<file path="src/rtl/mem_pkg.sv">
// Shared definitions for the mem_slave memory target: default geometry and FSM state type.
package mem_pkg;

  localparam int ADDR_WIDTH = 4;
  localparam int WIDTH      = 8;
  localparam int DEPTH      = 2 ** ADDR_WIDTH;

  typedef enum logic {
    IDLE = 1'b0,
    RESP = 1'b1
  } mem_state_t;

endpackage

</file>
<file path="src/rtl/mem_array.sv">
// Word storage with a per-word written bitmap; one write port and one read port that
// returns zero for never-written words so the read path cannot carry X.
module mem_array #(
  parameter int ADDR_WIDTH = mem_pkg::ADDR_WIDTH,
  parameter int WIDTH      = mem_pkg::WIDTH
) (
  input  logic                  clk,
  input  logic                  rst,
  input  logic                  we,
  input  logic [ADDR_WIDTH-1:0] addr,
  input  logic [WIDTH-1:0]      wdata,
  output logic [WIDTH-1:0]      rd_val
);

  localparam int NWORDS = 2 ** ADDR_WIDTH;

  logic [WIDTH-1:0]  mem_r [NWORDS];
  logic [NWORDS-1:0] written_r;

  // Written bitmap: cleared by reset, set on every committed write.
  always_ff @(posedge clk) begin
    if (rst) begin
      written_r <= {NWORDS{1'b0}};
    end else if (we) begin
      written_r[addr] <= 1'b1;
    end else begin
      written_r <= written_r;
    end
  end

  // Array contents are deliberately not reset; the bitmap masks stale data.
  always_ff @(posedge clk) begin
    if (we && !rst) begin
      mem_r[addr] <= wdata;
    end
  end

  // Read value is sampled by the owner's output register at the clock edge, which gives
  // read-first behaviour: a write committing on the same edge is not yet visible.
  always_comb begin
    rd_val = {WIDTH{1'b0}};
    if (written_r[addr]) begin
      rd_val = mem_r[addr];
    end else begin
      rd_val = {WIDTH{1'b0}};
    end
  end

endmodule

</file>
<file path="src/rtl/mem_slave.sv">
// Single-port memory target on a valid/ready bus: one request per cycle, one-cycle
// ready response, registered rdata that is zero after reset and after writes.
module mem_slave #(
  parameter int ADDR_WIDTH = mem_pkg::ADDR_WIDTH,
  parameter int WIDTH      = mem_pkg::WIDTH
) (
  input  logic                  clk,
  input  logic                  rst,
  input  logic                  valid,
  input  logic                  wr_rd,
  input  logic [ADDR_WIDTH-1:0] addr,
  input  logic [WIDTH-1:0]      wdata,
  output logic                  ready,
  output logic [WIDTH-1:0]      rdata
);

  import mem_pkg::*;

  mem_state_t       state_r;
  mem_state_t       state_nxt_s;
  logic [WIDTH-1:0] rdata_r;
  logic [WIDTH-1:0] rd_val_s;
  logic             we_s;

  assign we_s = valid & wr_rd;

  mem_array #(
    .ADDR_WIDTH(ADDR_WIDTH),
    .WIDTH     (WIDTH)
  ) u_mem_array (
    .clk   (clk),
    .rst   (rst),
    .we    (we_s),
    .addr  (addr),
    .wdata (wdata),
    .rd_val(rd_val_s)
  );

  // Next state: RESP follows every accepted request, so the state mirrors ready.
  always_comb begin
    state_nxt_s = IDLE;
    case (state_r)
      IDLE: begin
        if (valid) state_nxt_s = RESP;
        else       state_nxt_s = IDLE;
      end
      RESP: begin
        if (valid) state_nxt_s = RESP;
        else       state_nxt_s = IDLE;
      end
      default: state_nxt_s = IDLE;
    endcase
  end

  // State register; reset wins over any request presented in the same cycle.
  always_ff @(posedge clk) begin
    if (rst) state_r <= IDLE;
    else     state_r <= state_nxt_s;
  end

  // rdata register: any wr_rd=1 cycle (write or idle) zeroes it, reads load it,
  // idle reads hold it.
  always_ff @(posedge clk) begin
    if (rst) begin
      rdata_r <= {WIDTH{1'b0}};
    end else if (wr_rd) begin
      rdata_r <= {WIDTH{1'b0}};
    end else if (valid) begin
      rdata_r <= rd_val_s;
    end else begin
      rdata_r <= rdata_r;
    end
  end

  assign ready = (state_r == RESP);
  assign rdata = rdata_r;

endmodule
</file>
<file path="config.mk">
export PLATFORM = sky130hd
export DESIGN_NAME = mem_slave
export DESIGN_NICKNAME = d
export VERILOG_FILES = /design/src/rtl/mem_pkg.sv /design/src/rtl/mem_array.sv /design/src/rtl/mem_slave.sv
export SDC_FILE = /design/constraint.sdc
export NUM_CORES = 1
export LEC_CHECK = 0
export BUFFER_PORTS_ARGS = -buffer_cell sky130_fd_sc_hd__buf_2
export CORE_MARGIN = 1.5
export CORE_UTILIZATION = 55
export CTS_CLUSTER_SIZE = 12
export DETAILED_ROUTE_END_ITERATION = 6
export GPL_TIMING_DRIVEN = 0
export HOLD_SLACK_MARGIN = 0.08
export PLACE_DENSITY_LB_ADDON = 0.25
export SYNTH_ARGS = -nofsm -noshare
export SYNTH_HDL_FRONTEND = slang
export SYNTH_HIERARCHICAL = 1
export SYNTH_SLANG_ARGS = --single-unit
</file>
<file path="constraint.sdc">
create_clock -name clk -period 5.4 [get_ports clk]
set_input_delay 0.27 -clock clk [delete_from_list [all_inputs] [get_ports clk]]
set_output_delay 0.27 -clock clk [all_outputs]
set_load 0.01 [all_outputs]
</file>
==> flow_summary.ini, run 1 <==
[timing]
max_freq_mhz = 390
tightest_slew_ns = 0.991
period_share = 0.475
skew_ns = 0.0143
grt_setup_unrepaired = false
setup_viol = 0
slew_viol_final = 0
hold_violations = 0
tns_ns = 0
slew_headroom = 0.337
min_period_ns = 2.56

[critical_path]
end_kind = flip-flop
cp.required_ns = 5.54
startpoint_type = input port
crit_type = in -> reg
crit_fanout = 9
ff2ff_path_depth = 6
arrival_ns = 2.70

[global_routing]
grt_pass1_wl_mm = 18.2
grt_overflow = 0
grt_pass1_vias = 3163
gr-usage-met3 = 0.0498
met2_usage = 0.373
grt_max_degree = 17
grtUsageMet1 = 0.303
grt_busiest_layer = met2
grtUsageTotal = 0.231
antenna_found_initial = 0

[detailed_routing]
wl_per_cell_um = 23.3
vias = 3081
firstDrtPassIters = 5
drt-total-wl_mm = 11.9
drc = 0
drtIter0Drc = 316
ant_nets = 0
viasPerCell = 6.05

[run_status]
outcome = completed

[clocking]
cts_buffers = 17
h-tree-depth = 4
postCtsHoldBufs = 1
path_clk_slew_ns = 0.06
cts_setup_buffers = 0
cts_resized = 0
clockBufferDepth = 2
cts_tree = built
clk_latency_ns = 0.53
clock_sinks = 153
clockRootBuffer = clkbuf_8

[power_and_ir_drop]
p_int_mw = 1.96
power_density_nw_per_um2 = 363
pwr-share-clk = 0.435
p_sw_frac = 0.206
ir_worst_vdd_mv = 0.210
p_leak_nw = 2.30
comb_power_share = 0.044
power_mw = 2.47
power_switching_mw = 0.509
pwr-share-seq = 0.522

[finish]
area_delta_synth_final_pct = 14.1
antenna_cells = 0
fillers = 694
multi_input_area_um2 = 1440
seqCellArea_um2 = 4340
drive_above_1_share = 0.236
design_area_um2 = 6820
fin_nets = 376

[floorplanning]
rows = 37
ios = 25
die-area_um2 = 11500
die_h_um = 107
start_util = 0.573
design.core.area_um2 = 10400
die_w_um = 107

[synth]
syn_area_um2 = 5970
synth_fp_nets = 333
ys_ff_latch = 153
yosysWarningCount = 6
ys_seq_area_frac = 0.727
synth-edff-count = 128
synth_cells = 317
synth_cell_types = 29
async_flop_share = 0
synthFlopType = edfxtp_1
avgSynthCellArea_um2 = 18.8

[placement]
portBuffers = 23
dpl_cell_area_um2 = 6260
gp_congestion = 0.751
hpwlAfterDp_mm = 7.33

[min_path]
hold_depth = 1
hold_class = in -> reg

[flow_run]
cap_violations = 0
==> synthesized netlist by cell type (all sizes together) (3+ instances only) <==
cell type	n	area [um^2]
nor2	27	104
inv	16	60.1
nor2b	3	18.8
edfxtp	128	3840
mux4	36	878
clkbuf	3	12.5
mux2i	8	80.1
a22oi	16	120
o22ai	16	100
dfxtp	25	500
buf	17	121
a21oi	8	40.0
nand2b	3	18.8
==> registers in the layout (all words and copies together) (netlist names) <==
| signal | cells |
|---|---|
| u_mem_array/mem_r | 128 |
| rdata | 8 |
| u_mem_array/written_r | 16 |
| ready | 1 |
==> cell families (layout without fill, tap and decap cells) <==
group	after synthesis	count (layout)	share of synthesized area
and+or+nand+nor	42	42	0.0333
buffers and inverters	36	92	0.0325
muxes	44	44	0.160
DFF	153	153	0.727
AOI/OAI and AO/OA	42	42	0.0465
==> worst paths after layout <==
| kind | slack [ns] | endpoint | start |
|---|---|---|---|
| setup reg to reg | 3.34 | rdata[2] | u_mem_array/written_r[10] |
| hold reg to reg | 0.47 | u_mem_array/written_r[0] | u_mem_array/written_r[0] |
| setup / recovery | 2.84 | u_mem_array/mem_r[12][2] | rst |
| hold / removal | 0.13 | u_mem_array/mem_r[12][5] | wdata[5] |
==> cell usage in the layout (no fill, tap or decap), types with 2 or more instances in the layout <==
| master | instances |
|---|---|
| buf_4 | 3 |
| clkbuf_8 | 2 |
| clkinv_2 | 2 |
| buf_2 | 29 |
| inv_1 | 16 |
| clkbuf_1 | 5 |
| mux4_1 | 18 |
| dfxtp_1 | 25 |
| edfxtp_1 | 128 |
| nand2b_1 | 3 |
| a22o_1 | 2 |
| nand2_1 | 2 |
| clkbuf_16 | 18 |
| o22ai_1 | 16 |
| mux4_2 | 18 |
| buf_1 | 4 |
| nor2_1 | 26 |
| mux2i_1 | 8 |
| buf_6 | 3 |
| inv_4 | 5 |
| a22oi_1 | 16 |
| nor2b_1 | 3 |
| a21oi_1 | 8 |
==> through the flow <==
| stage | utilization | std cells | hold WS, ns | setup WS, ns |
|---|---|---|---|---|
| finish | 0.654 | 509 | 0.125 | 2.84 |
| CTS | 0.654 | 509 | 0.106 | 2.86 |
| floorplan | - | 317 | 0.342 | 3.41 |
| global route | 0.654 | 509 | 0.122 | 2.71 |
| global placement | 0.601 | 476 | 0.455 | 2.79 |
| detailed placement | 0.601 | 476 | 0.461 | 2.75 |
==> cell type report <==
| cell class | count | share of cell area |
|---|---|---|
| flip-flops and latches | 153 | 0.637 |
| multi-input cells | 128 | 0.211 |
| clock buffers | 23 | 0.0718 |
| well taps | 136 | 0.0250 |
| plain buffers | 20 | 0.0196 |
| repair buffers | 24 | 0.0184 |
| inverters | 16 | 0.00881 |
| clock inverters | 9 | 0.00845 |
==> metal layers <==
metal,routed length (um),vias to the layer above
li1,-,1362
met1,4730,1572
met2,6170,121
met3,705,26
met4,282,0
met5,0,-
==> critical path, stage by stage <==
cell and delay [ns]:
dlygate4sd3_1 0.53, buf_2 0.13, buf_1 0.19, nand2b_1 0.23
or3_1 0.31, clkbuf_1 0.23, nor2_1 0.80
==> power groups by stage <==
stage / sequential [mW] / combinational [mW] / clock [mW]
finish: 1.29 / 0.108 / 1.07
global route: 1.29 / 0.116 / 1.14
detailed placement: 1.31 / 0.106 / 0
global placement: 1.31 / 0.104 / 0
floorplan: 1.31 / 0.0653 / 0
CTS: 1.29 / 0.108 / 1.09
Note: power is estimated with default switching activity, not from simulation.
==> run 2, diff against run 1 <==
--- a/config.mk
+++ b/config.mk
@@ -5,6 +5,7 @@
 export SDC_FILE = /design/constraint.sdc
 export NUM_CORES = 1
 export LEC_CHECK = 0
+export ABC_AREA = 1
 export BUFFER_PORTS_ARGS = -buffer_cell sky130_fd_sc_hd__buf_2
 export CORE_MARGIN = 1.5
 export CORE_UTILIZATION = 55
==> constraint.sdc (replaced) <==
create_clock -name clk -period 2.2 [get_ports clk]
set_input_delay 0.11 -clock clk [delete_from_list [all_inputs] [get_ports clk]]
set_output_delay 0.11 -clock clk [all_outputs]
set_load 0.01 [all_outputs]
==> run 2 against run 1 <==
Effect of this change: worst hold slack got worse by 0.016 ns; global-route usage increased by 1.8 points; critical path type unchanged; register-to-register slack got worse by 3.0 ns; count of clock-buffer cells in the layout decreased by 6; non-clock buffer count increased by 13; cell count increased by 74%; sequential power increased by 150%.
==> flow_summary.ini, run 2 <==
[run_status]
outcome = completed

[synth]
synth-edff-count = 128
yosysWarningCount = 6
ys_seq_area_frac = 0.667
syn_area_um2 = 6510
synth_top_area_frac = 0.590
synth.most_common_cell = nand2_1
synth_area_leaders = edfxtp_1, nand2_1, dfxtp_1
ys_ff_latch = 153
synthFlopType = edfxtp_1
synth_fp_nets = 700
synth_cell_types = 19
async_flop_share = 0
avgSynthCellArea_um2 = 9.52
synth_top_cell_by_area = edfxtp_1
ys_top_cells_by_count = nand2_1, edfxtp_1, nor2_1
synth_cells = 684

[global_routing]
gr-usage-met3 = 0.0457
grt_busiest_layer = met2
grtUsageTotal = 0.249
grt_pass1_wl_mm = 23.3
grt_overflow = 0
antenna_found_initial = 0
met2_usage = 0.391
grt_pass1_vias = 4588
grt_max_degree = 17
grtUsageMet1 = 0.340

[power_and_ir_drop]
p_leak_nw = 3.18
pwr-share-seq = 0.486
p_int_mw = 5.15
power_switching_mw = 1.38
comb_power_share = 0.060
power_density_nw_per_um2 = 873
ir_worst_vdd_mv = 0.508
p_sw_frac = 0.211
pwr-share-clk = 0.454

[clocking]
cts_tree = built
clockRootBuffer = clkbuf_16
clock_sinks = 153
path_clk_slew_ns = 0.06
clk_latency_ns = 0.42
cts_buffers = 17
cts_resized = 0
clockBufferDepth = 2
h-tree-depth = 4

[min_path]
hold_class = in -> reg
hold_start = wdata[4]
hold_depth = 1
hold_end = u_mem_array/mem_r[11][4]

[floorplanning]
die-area_um2 = 12500
die_w_um = 112
ios = 25
design.core.area_um2 = 11500
rows = 39
start_util = 0.568
die_h_um = 112

[timing]
slew_viol_final = 0
grt_setup_unrepaired = false
period_share = 0.893
skew_ns = 0.00633
slew_headroom = 0.449
hold_violations = 0
tns_ns = 0
min_period_ns = 1.96
tightest_slew_ns = 0.823
max_freq_mhz = 509
setup_viol = 0

[critical_path]
r2r_end = rdata[7]
crit_type = in -> reg
cp.required_ns = 2.24
reg2reg_slack_ns = 0.33
crit_fanout = 10
reg2reg_from = u_mem_array/mem_r[2][7]
startpoint_type = input port
end_kind = flip-flop
arrival_ns = 2.01
ff2ff_path_depth = 13

[flow_run]
cap_violations = 0

[finish]
fin_nets = 749
regMostFlops = u_mem_array/mem_r
final_util = 0.652
drive_above_1_share = 0.129
largest_register_ffs = 128
antenna_cells = 0
mostFrequentLayoutCell = nand2_1
final_cell_mix = nand2_1, edfxtp_1, nor2_1
area_delta_synth_final_pct = 14.9

[detailed_routing]
wl_per_cell_um = 16.2
drt-total-wl_mm = 14.4
viasPerCell = 5.28
ant_nets = 0
drc = 0
vias = 4691
firstDrtPassIters = 6
drtIter0Drc = 429

[placement]
portBuffers = 23
hpwlAfterDp_mm = 9.18
gp_congestion = 0.805
[run 2: cell count changes after synthesis, moves of 11 or more]
cell,previous run,this run
nand2_1,2,394
mux4_1,18,0
mux4_2,18,0
a22oi_1,16,0
inv_1,16,31
nor2_2,1,15
nor2_1,26,37
[run 2: worst max-delay path: stages]
cell     delay, ns
buf_2         0.11
inv_1         0.07
buf_2         0.25
buf_2         0.27
nand3_1       0.43
nor2_1        0.76
[run 2: cells by family after synthesis]
logic type	after synthesis	synth area share
flops	153	0.667
compound gates	17	0.0161
simple gates	453	0.270
buf+inv	61	0.0463
[run 2: power by group through the flow]
stage	sequential, mW	clock, mW	combinational, mW
2_1_floorplan	3.23	0	0.229
3_3_place_gp	3.23	0	0.368
3_5_place_dp	3.23	0	0.377
4_1_cts	3.17	3.00	0.389
5_1_grt	3.17	3.13	0.440
6_report	3.17	2.97	0.394
[run 2: layout make-up]
type	instances	area, um^2
sequential	153	4340
fill	902	3990
multi-input combinational	470	1870
clock buffer	17	425
timing repair buffer	30	185
clock inverter	14	181
tap	143	179
buffer	27	174
inverter	34	128
[run 2: metal layers]
| layer | vias to the layer above | wire (um) |
|---|---|---|
| met5 | - | 0 |
| met4 | 0 | 310 |
| met3 | 23 | 1120 |
| met2 | 184 | 6780 |
| met1 | 2203 | 6170 |
| li1 | 2281 | - |
[run 2: timing repair]
item | CTS | global route
setup buffers | 0 | 0
hold buffers | 7 | 0
endpoints found under the hold margin | 9 | 0
[run 2: worst max path at each step]
stage	start	to	cells past startpoint
after floorplan	valid	u_mem_array/mem_r[0][0]	8
after global placement	addr[1]	u_mem_array/mem_r[13][4]	6
after detailed placement	addr[1]	u_mem_array/mem_r[13][4]	6
after CTS	addr[1]	u_mem_array/mem_r[13][1]	6
after global routing	u_mem_array/written_r[0]	rdata[7]	13
final	addr[1]	u_mem_array/mem_r[13][0]	6
[run 2: per-stage QoR]
step,area [um^2],power (mW),cells,setup WS [ns],hold slack [ns]
final,7480,6.53,888,0.236,0.109
after global routing,7480,6.74,888,0.144,0.0981
after CTS,7480,6.56,888,0.276,0.0968
after detailed placement,6810,3.61,850,-0.138,0.335
after global placement,6810,3.60,850,-0.0917,0.327
after floorplan,6510,3.46,684,0.575,0.181
